--- config.mk ---
export PLATFORM = sky130hd
export DESIGN_NAME = mul_tree_result_collector
export DESIGN_NICKNAME = d
export VERILOG_FILES = /design/src/rtl/mul_tree_result_collector.sv
export SDC_FILE = /design/constraint.sdc
export NUM_CORES = 1
export LEC_CHECK = 0
export BUFFER_PORTS_ARGS = -buffer_cell sky130_fd_sc_hd__buf_4
export CORE_MARGIN = 2
export CORE_UTILIZATION = 53
export DETAILED_ROUTE_END_ITERATION = 6
export GPL_TIMING_DRIVEN = 0
export PLACE_DENSITY = 0.7
export SETUP_SLACK_MARGIN = 0.2
export SYNTH_ARGS = -nofsm -noshare
export SYNTH_HDL_FRONTEND = slang
export SYNTH_SLANG_ARGS = --single-unit
--- constraint.sdc ---
create_clock -name clk -period 6.15 [get_ports clk]
set_clock_uncertainty 0.1 [all_clocks]
set_input_delay 1.5375 -clock clk [delete_from_list [all_inputs] [get_ports clk]]
set_output_delay 1.5375 -clock clk [all_outputs]
set_load 0.005 [all_outputs]
--- src/rtl/mul_tree_result_collector.sv ---
// Collects skewed per-lane tree results into mode-dependent frames, buffers them in a small FIFO
// and hands them out over valid/ready. Optional counters: define COLLECT_FRAME_CNT_EN.
module mul_tree_result_collector #(
    parameter int DW    = 16,
    parameter int DEPTH = 4
) (
    input  logic                     clk,
    input  logic                     rst,
    input  logic [1:0]               mode,
    input  logic [4*DW-1:0]          in_data,
    input  logic [3:0]               in_stb,
    output logic [4*DW-1:0]          out_data,
    output logic [3:0]               out_mask,
    output logic                     out_valid,
    input  logic                     out_ready,
    output logic [$clog2(DEPTH):0]   level,
    output logic                     ovf_err,
    output logic                     dup_err,
    input  logic                     clr_err
`ifdef COLLECT_FRAME_CNT_EN
    ,
    output logic [15:0]              frame_cnt,
    output logic [7:0]               drop_cnt
`endif
);

    localparam int AW = $clog2(DEPTH);
    localparam int FW = 4*DW + 4;
    localparam logic [AW:0] FULL_LEVEL = (AW+1)'(DEPTH);

    logic [1:0]      r_mode_q;
    logic [3:0]      r_pending;
    logic [DW-1:0]   r_lane [4];
    logic [FW-1:0]   r_mem [DEPTH];
    logic [AW:0]     r_wr_ptr;
    logic [AW:0]     r_rd_ptr;
    logic            r_ovf_err;
    logic            r_dup_err;

    logic            w_mode_chg;
    logic [3:0]      w_exp;
    logic [3:0]      w_acc;
    logic [3:0]      w_covered;
    logic            w_complete;
    logic            w_dup;
    logic [DW-1:0]   w_merged [4];
    logic [4*DW-1:0] w_frame_data;
    logic [AW:0]     w_level;
    logic            w_full;
    logic            w_empty;
    logic            w_pop;
    logic            w_push;
    logic            w_drop;

    always_comb begin
        w_exp = 4'b0001;
        case (mode)
            2'b00:   w_exp = 4'b1111;
            2'b01:   w_exp = 4'b0011;
            default: w_exp = 4'b0001;
        endcase
    end

    // A mode switch throws away the partial frame and every strobe of that cycle.
    assign w_mode_chg = (mode != r_mode_q);
    assign w_acc      = w_mode_chg ? 4'b0000 : (in_stb & w_exp);
    assign w_dup      = |(w_acc & r_pending);
    assign w_covered  = (r_pending | w_acc) & w_exp;
    assign w_complete = !w_mode_chg && (w_covered == w_exp);

    genvar gi;
    generate
        for (gi = 0; gi < 4; gi++) begin : g_lane
            assign w_merged[gi] = w_acc[gi] ? in_data[gi*DW +: DW] : r_lane[gi];
            assign w_frame_data[gi*DW +: DW] = w_exp[gi] ? w_merged[gi] : '0;

            always_ff @(posedge clk or negedge rst) begin
                if (!rst) begin
                    r_lane[gi] <= '0;
                end else if (w_acc[gi]) begin
                    r_lane[gi] <= in_data[gi*DW +: DW];
                end
            end
        end
    endgenerate

    assign w_level = r_wr_ptr - r_rd_ptr;
    assign w_full  = (w_level == FULL_LEVEL);
    assign w_empty = (w_level == '0);
    assign w_pop   = !w_empty && out_ready;
    // A full FIFO still takes the frame when the head leaves in the same cycle.
    assign w_push  = w_complete && (!w_full || w_pop);
    assign w_drop  = w_complete && w_full && !w_pop;

    always_ff @(posedge clk or negedge rst) begin
        if (!rst) begin
            r_mode_q  <= 2'b00;
            r_pending <= 4'b0000;
        end else begin
            r_mode_q <= mode;
            if (w_mode_chg || w_complete) begin
                r_pending <= 4'b0000;
            end else begin
                r_pending <= r_pending | w_acc;
            end
        end
    end

    always_ff @(posedge clk or negedge rst) begin
        if (!rst) begin
            for (int i = 0; i < DEPTH; i++) begin
                r_mem[i] <= '0;
            end
            r_wr_ptr <= '0;
            r_rd_ptr <= '0;
        end else begin
            if (w_push) begin
                r_mem[r_wr_ptr[AW-1:0]] <= {w_exp, w_frame_data};
                r_wr_ptr <= r_wr_ptr + 1'b1;
            end
            if (w_pop) begin
                r_rd_ptr <= r_rd_ptr + 1'b1;
            end
        end
    end

    // A new error in the same cycle as clr_err keeps the flag set.
    always_ff @(posedge clk or negedge rst) begin
        if (!rst) begin
            r_ovf_err <= 1'b0;
            r_dup_err <= 1'b0;
        end else begin
            if (w_drop)       r_ovf_err <= 1'b1;
            else if (clr_err) r_ovf_err <= 1'b0;
            if (w_dup)        r_dup_err <= 1'b1;
            else if (clr_err) r_dup_err <= 1'b0;
        end
    end

    assign out_valid = !w_empty;
    assign out_data  = w_empty ? '0 : r_mem[r_rd_ptr[AW-1:0]][4*DW-1:0];
    assign out_mask  = w_empty ? '0 : r_mem[r_rd_ptr[AW-1:0]][FW-1:4*DW];
    assign level     = w_level;
    assign ovf_err   = r_ovf_err;
    assign dup_err   = r_dup_err;

`ifdef COLLECT_FRAME_CNT_EN
    logic [15:0] r_frame_cnt;
    logic [7:0]  r_drop_cnt;

    always_ff @(posedge clk or negedge rst) begin
        if (!rst) begin
            r_frame_cnt <= '0;
            r_drop_cnt  <= '0;
        end else begin
            if (w_pop) r_frame_cnt <= r_frame_cnt + 16'd1;
            if (w_drop && (r_drop_cnt != 8'hFF)) r_drop_cnt <= r_drop_cnt + 8'd1;
        end
    end

    assign frame_cnt = r_frame_cnt;
    assign drop_cnt  = r_drop_cnt;
`endif

endmodule
==> results of run 1 <==
registers in the layout, summed over array words and instances (netlist names):
register / cells
r_rd_ptr: 3
r_mode_q: 2
r_wr_ptr: 3
r_lane: 64
r_mem: 268
ovf_err: 1
dup_err: 1
r_pending: 4
worst paths after layout:
kind	start	endpoint
worst max-delay path	r_rd_ptr[1]	out_data[39]
worst min-delay path	r_mem[200]	r_mem[200]
worst max register to register	r_rd_ptr[1]	r_mem[61]
worst min register to register	r_mem[200]	r_mem[200]
max in group asynchronous	rst	r_lane[57]
min in group asynchronous	rst	r_mem[193]
cells by family after synthesis:
logic type      synth area share [%]
buf+inv                        2.842
simple gates                   5.732
flops                          53.89
fa+ha+maj                     0.6697
compound gates                0.7710
xor+xnor                      0.4672
mux                            35.63
worst reg2reg max path, cell delays in order (launching register included):
cell,delay [ns]
dfrtp_1,0.40
clkbuf_1,0.39
buf_2,0.57
inv_1,0.10
ha_1,0.31
nand2_1,0.06
or3_1,0.10
buf_2,0.18
nand3_2,0.12
nor2_2,0.22
buf_6,0.23
buf_6,0.22
mux2_4,0.32
metal layers:
layer | GRT usage (%) | vias up | wire length, µm
li1 | - | 3937 | -
met1 | 31.83 | 4586 | 15260
met2 | 35.92 | 177 | 16100
met3 | 3.730 | 52 | 1644
met4 | 5.430 | 2 | 633
met5 | 0 | - | 13
area by class of cell:
class / count / share of cell area [%]
flip-flops and latches: 346 / 45.60
multi-input cells: 575 / 36.62
well taps: 390 / 2.570
clock buffers: 54 / 5.925
repair buffers: 150 / 6.287
plain buffers: 64 / 2.175
inverters: 11 / 0.2175
clock inverters: 8 / 0.6063
synth_stat cells:
cell type | count | area [µm²]
a211o_1 | 2 | 17.52
a21oi_1 | 4 | 20.02
and2_1 | 99 | 619.3
and3_1 | 1 | 6.260
buf_1 | 2 | 7.510
buf_2 | 17 | 85.08
buf_4 | 2 | 15.01
buf_6 | 19 | 214.0
clkbuf_1 | 25 | 93.84
dfrtp_1 | 346 | 8658
fa_1 | 1 | 20.02
ha_1 | 7 | 87.58
inv_1 | 11 | 41.29
mux2_2 | 181 | 2038
mux2_4 | 145 | 2177
mux4_2 | 67 | 1509
nand2_1 | 5 | 18.77
nand2_2 | 1 | 6.260
nand2b_1 | 2 | 12.51
nand3_1 | 2 | 10.01
nand3_2 | 5 | 50.05
nor2_1 | 6 | 22.52
nor2_2 | 4 | 25.02
nor2b_1 | 16 | 100.1
o2111ai_2 | 1 | 15.01
o21ai_0 | 4 | 20.02
o22ai_1 | 2 | 12.51
o31ai_1 | 4 | 30.03
o41ai_1 | 1 | 8.760
or2_1 | 5 | 31.28
or3_1 | 3 | 18.77
xnor2_1 | 2 | 17.52
xnor3_1 | 1 | 22.52
xor2_1 | 4 | 35.03
repair_timing:
item                       4_1_cts  5_1_grt
setup buffers                    0        0
resized for setup                1        0
setup endpoints to repair       21        0
per-stage QoR:
stage          hold slack, ns  util, %  instance area [µm²]  instances  total power, mW
6_report               0.3614    63.89                18990       1598            8.027
3_5_place_dp           0.3472    59.72                17750       1537            5.826
4_1_cts                0.3685    63.89                18990       1598            8.131
5_1_grt                0.3777    63.89                18990       1598            8.479
2_1_floorplan          0.3278        -                16070        997            4.814
3_3_place_gp           0.3438    59.42                17660       1534            5.761
power groups by stage:
| stage | sequential (mW) | combinational [mW] | clock (mW) |
|---|---|---|---|
| 2_1_floorplan | 3.09 | 1.73 | 0 |
| 3_3_place_gp | 3.16 | 2.60 | 0 |
| 3_5_place_dp | 3.18 | 2.64 | 0 |
| 4_1_cts | 3.16 | 2.65 | 2.32 |
| 5_1_grt | 3.23 | 2.83 | 2.42 |
| 6_report | 3.16 | 2.60 | 2.28 |
==> impl_metrics.env, run 1 <==
export IMPL_io_buffer_count=147
export IMPL_first_pass_iters=4
export IMPL_ios=148
export IMPL_crit_type="flop to primary output"
export IMPL_avgViaCountPerCell=5.478
export IMPL_crit_cells=9
export IMPL_gr_total_overflow=0
export IMPL_synth_area_um2=16070
export IMPL_min_period_ns=5.546
export IMPL_p_seq_share_pct=39.3
export IMPL_wire_per_inst_um=21.06
export IMPL_tns_ns=0
export IMPL_multiInputGateArea_um2=6952
export IMPL_critPathArrivalTime_ns=3.91
export IMPL_timing_fmax_mhz=180.3
export IMPL_slowest_stage="buf_2"
export IMPL_hpwlAfterDp_mm=22.03
export IMPL_place_congestion=0.7640
export IMPL_die_w_um=178.1
export IMPL_grt_setup_unrepaired="no"
export IMPL_fp_row_count=63
export IMPL_ys_seq_area_share_pct=53.89
export IMPL_critPathMaxFanout=19
export IMPL_power_switching_mw=2.290
export IMPL_numClockSinks=346
export IMPL_hold_buffers=0
export IMPL_ant_nets=0
export IMPL_numCtsBuffers=39
export IMPL_area_growth_syn_to_layout_pct=18.17
export IMPL_cp_num_buf_inv=6
export IMPL_cts_tree="yes"
export IMPL_slew_limit_headroom_pct=34.94
export IMPL_tightest_slew_ns=0.9759
export IMPL_hold_path_class="flop to flop"
export IMPL_peakVddDrop_mv=0.3203
export IMPL_route_detailed_drc=0
export IMPL_end_kind="primary output"
export IMPL_grt_pass1_wl_mm=54.17
export IMPL_cp_cell_sequence="clkbuf_1 > buf_2 > inv_1 > ha_1 > nand3_1 > clkbuf_1 > clkbuf_1 > and2_1 > buf_4"
export IMPL_start_kind="flop"
export IMPL_die_y_um=178.1
export IMPL_setup_ws_ns=0.6045
export IMPL_antenna_found_initial=1
export IMPL_drive_gt1_share_pct=53.56
export IMPL_avgSynthCellArea_um2=16.12
export IMPL_finalNetCount=1269
export IMPL_crit_path_max_incr_delay_ns=0.57
export IMPL_p_per_area_nw_per_um2=422.8
export IMPL_final_common_cell="dfrtp_1"
export IMPL_grt_use_total_pct=22.27
export IMPL_n_antenna_cell=0
export IMPL_clkLatencyLatePin_ns=0.52
export IMPL_pwr_share_clk_pct=28.3
export IMPL_root_buffer="clkbuf_16"
export IMPL_clk_pin_slew_worst_paths_ns=0.05
export IMPL_pre_cts_ws_ns=0.3969
export IMPL_grt_pass1_vias=9554
export IMPL_grt_max_degree=112
export IMPL_ys_ff_latch=346
export IMPL_synth_cells=997
export IMPL_initial_core_util_pct=54.07
export IMPL_finalHoldViolations=0
export IMPL_worstPathRequired_ns=4.51
export IMPL_crit_family="buffers and inverters"
export IMPL_yosysWarningCount=0
export IMPL_power_frac_comb_pct=32.3
export IMPL_num_fill_cells=2213
export IMPL_syn_num_nets=1079
export IMPL_timing_critical_path_mode_cell="clkbuf_1"
export IMPL_htreeDepth=2
export IMPL_p_int_mw=5.736
export IMPL_r2r_cells=12
export IMPL_clk_path_buf_depth=3
export IMPL_regArea_um2=8658
export IMPL_wl_mm=33.65
export IMPL_die_area_um2=31720
export IMPL_finalCritPeriodShare_pct=90.17
export IMPL_worstHoldPathCells=1
export IMPL_p_leak_nw=8.985
export IMPL_core_area_um2=29720
export IMPL_setup_viol_count_final=0
export IMPL_first_iter_violations=473
export IMPL_dr_total_vias=8754
export IMPL_outcome="finished clean"
export IMPL_reg2reg_slack_ns=2.70
export IMPL_final_cell_mix="dfrtp_1, mux2_2, buf_4"
export IMPL_switching_share_pct=28.53
export IMPL_drv_cap=0
export IMPL_drv_slew=0
export IMPL_ys_types=34
Note: power is estimated with default switching activity, not from simulation.
==> run 2: changes to the inputs <==
CAP_MARGIN = 20   (was default)
PLACE_DENSITY = 0.83   (was 0.7)
==> impl_metrics.env, run 2 (synthesized netlist as in run 1, its figures left out) <==
export IMPL_final_cell_mix="dfrtp_1, mux2_2, buf_4"
export IMPL_cts_tree="yes"
export IMPL_root_buffer="clkbuf_16"
export IMPL_first_pass_iters=4
export IMPL_wl_mm=33.84
export IMPL_grt_max_degree=126
export IMPL_crit_type="flop to primary output"
export IMPL_outcome="finished clean"
export IMPL_grt_setup_unrepaired="no"
export IMPL_critPathArrivalTime_ns=3.91
export IMPL_drive_gt1_share_pct=53.67
export IMPL_hpwlAfterDp_mm=22.52
export IMPL_critPathMaxFanout=10
export IMPL_die_y_um=178.1
export IMPL_htreeDepth=2
export IMPL_hold_path_class="flop to flop"
export IMPL_start_kind="flop"
export IMPL_numClockSinks=346
export IMPL_grt_pass1_wl_mm=54.14
export IMPL_fp_row_count=63
export IMPL_area_growth_syn_to_layout_pct=17.95
export IMPL_largest_register="r_mem"
export IMPL_clk_pin_slew_worst_paths_ns=0.06
export IMPL_wire_per_inst_um=21.11
export IMPL_reg_top3="r_mem x268, r_lane x64, r_pending x4"
export IMPL_finalHoldViolations=0
export IMPL_end_kind="primary output"
export IMPL_ios=148
export IMPL_worstPathRequired_ns=4.51
export IMPL_post_place_cells=1536
export IMPL_timing_fmax_mhz=180.2
export IMPL_ant_nets=0
export IMPL_gr_total_overflow=0
export IMPL_first_iter_violations=509
export IMPL_dr_total_vias=9023
export IMPL_die_w_um=178.1
export IMPL_peakVddDrop_mv=0.2746
export IMPL_die_area_um2=31720
export IMPL_grt_pass1_vias=9693
export IMPL_hold_buffers=0
export IMPL_io_buffer_count=147
export IMPL_numCtsBuffers=38
export IMPL_min_period_ns=5.550
export IMPL_place_congestion=0.7677
export IMPL_final_common_cell="dfrtp_1"
export IMPL_clk_path_buf_depth=3
export IMPL_final_cells=1603
export IMPL_initial_core_util_pct=54.07
export IMPL_grt_use_total_pct=21.98
export IMPL_drv_slew=0
export IMPL_slew_limit_headroom_pct=38.20
export IMPL_reg2reg_slack_ns=2.58
export IMPL_finalNetCount=1268
export IMPL_route_detailed_drc=0
export IMPL_p_per_area_nw_per_um2=422.1
export IMPL_tightest_slew_ns=0.9270
export IMPL_core_area_um2=29720
export IMPL_utilization_pct=63.77
export IMPL_largest_reg_flops=268
export IMPL_finalPower_mw=8.000
export IMPL_drv_cap=0
export IMPL_n_antenna_cell=0
export IMPL_finalCritPeriodShare_pct=90.25
export IMPL_avgViaCountPerCell=5.629
export IMPL_setup_viol_count_final=0
export IMPL_antenna_found_initial=0
export IMPL_p_leak_nw=8.969
export IMPL_tns_ns=0
export IMPL_clkLatencyLatePin_ns=0.51
==> run 2: cell types whose count changed in the layout (fill, tap and decap cells not counted), sizes merged <==
| cell | previous run | this run |
|---|---|---|
| clkinvlp | 0 | 2 |
| bufinv | 3 | 1 |
| clkbuf | 79 | 82 |
| clkinv | 5 | 7 |
==> run 2: layout make-up <==
cell class,count,area (µm²)
Clock inverter,10,80.08
Clock buffer,57,1146
Tap cell,390,488.0
Sequential cell,346,8658
Multi-Input combinational cell,575,6952
Inverter,11,41.29
Timing Repair Buffer,149,1166
Fill cell,2178,10770
Buffer,65,419.2
==> run 2: report_power, final <==
| part | internal [mW] | switching [mW] | leakage [nW] |
|---|---|---|---|
| Combinational | 1.48 | 1.13 | 3.77 |
| Sequential | 2.87 | 0.290 | 4.60 |
| Clock | 1.33 | 0.903 | 0.602 |
==> run 2: timing repair <==
item	in CTS	in global routing
buffers inserted	0	0
cloned	0	0
hold endpoints to repair	0	0
endpoints found under the setup margin	21	2
gates resized for setup	2	2
==> run 2: path summary, 6_finish.rpt <==
kind / startpoint / end / cells past startpoint
setup reg to reg: r_rd_ptr[1] / r_mem[66] / 13
hold / removal: r_mem[64] / r_mem[64] / 1
setup / recovery: r_rd_ptr[1] / out_data[34] / 10
max in group asynchronous: rst / r_mem[142] / 2
min in group asynchronous: rst / r_lane[5] / 1
hold reg to reg: r_mem[64] / r_mem[64] / 1
==> run 2: through the flow <==
step | hold WS [ns] | setup slack, ns | instance area [µm²]
floorplan | 0.3278 | 2.180 | 16070
global placement | 0.3416 | 0.2992 | 17660
detailed placement | 0.3460 | 0.4089 | 17720
CTS | 0.3606 | 0.3560 | 18950
global route | 0.3840 | 0.3885 | 18950
finish | 0.3642 | 0.5998 | 18950
==> run 2: layer usage <==
metal  vias to the layer above  GRT usage, %  wire length, µm
li1                       3945             -                -
met1                      4810         31.70            15280
met2                       221         35.01            16140
met3                        47         4.177             1837
met4                         0         4.816              587
met5                         -             0                0
==> run 2: critical path: stages, from the launching register on <==
cell,delay [ns]
dfrtp_1,0.40
clkbuf_1,0.37
buf_2,0.37
buf_2,0.37
inv_1,0.08
ha_1,0.30
nand3_1,0.33
clkbuf_2,0.38
clkbuf_1,0.41
and2_1,0.26
buf_4,0.13
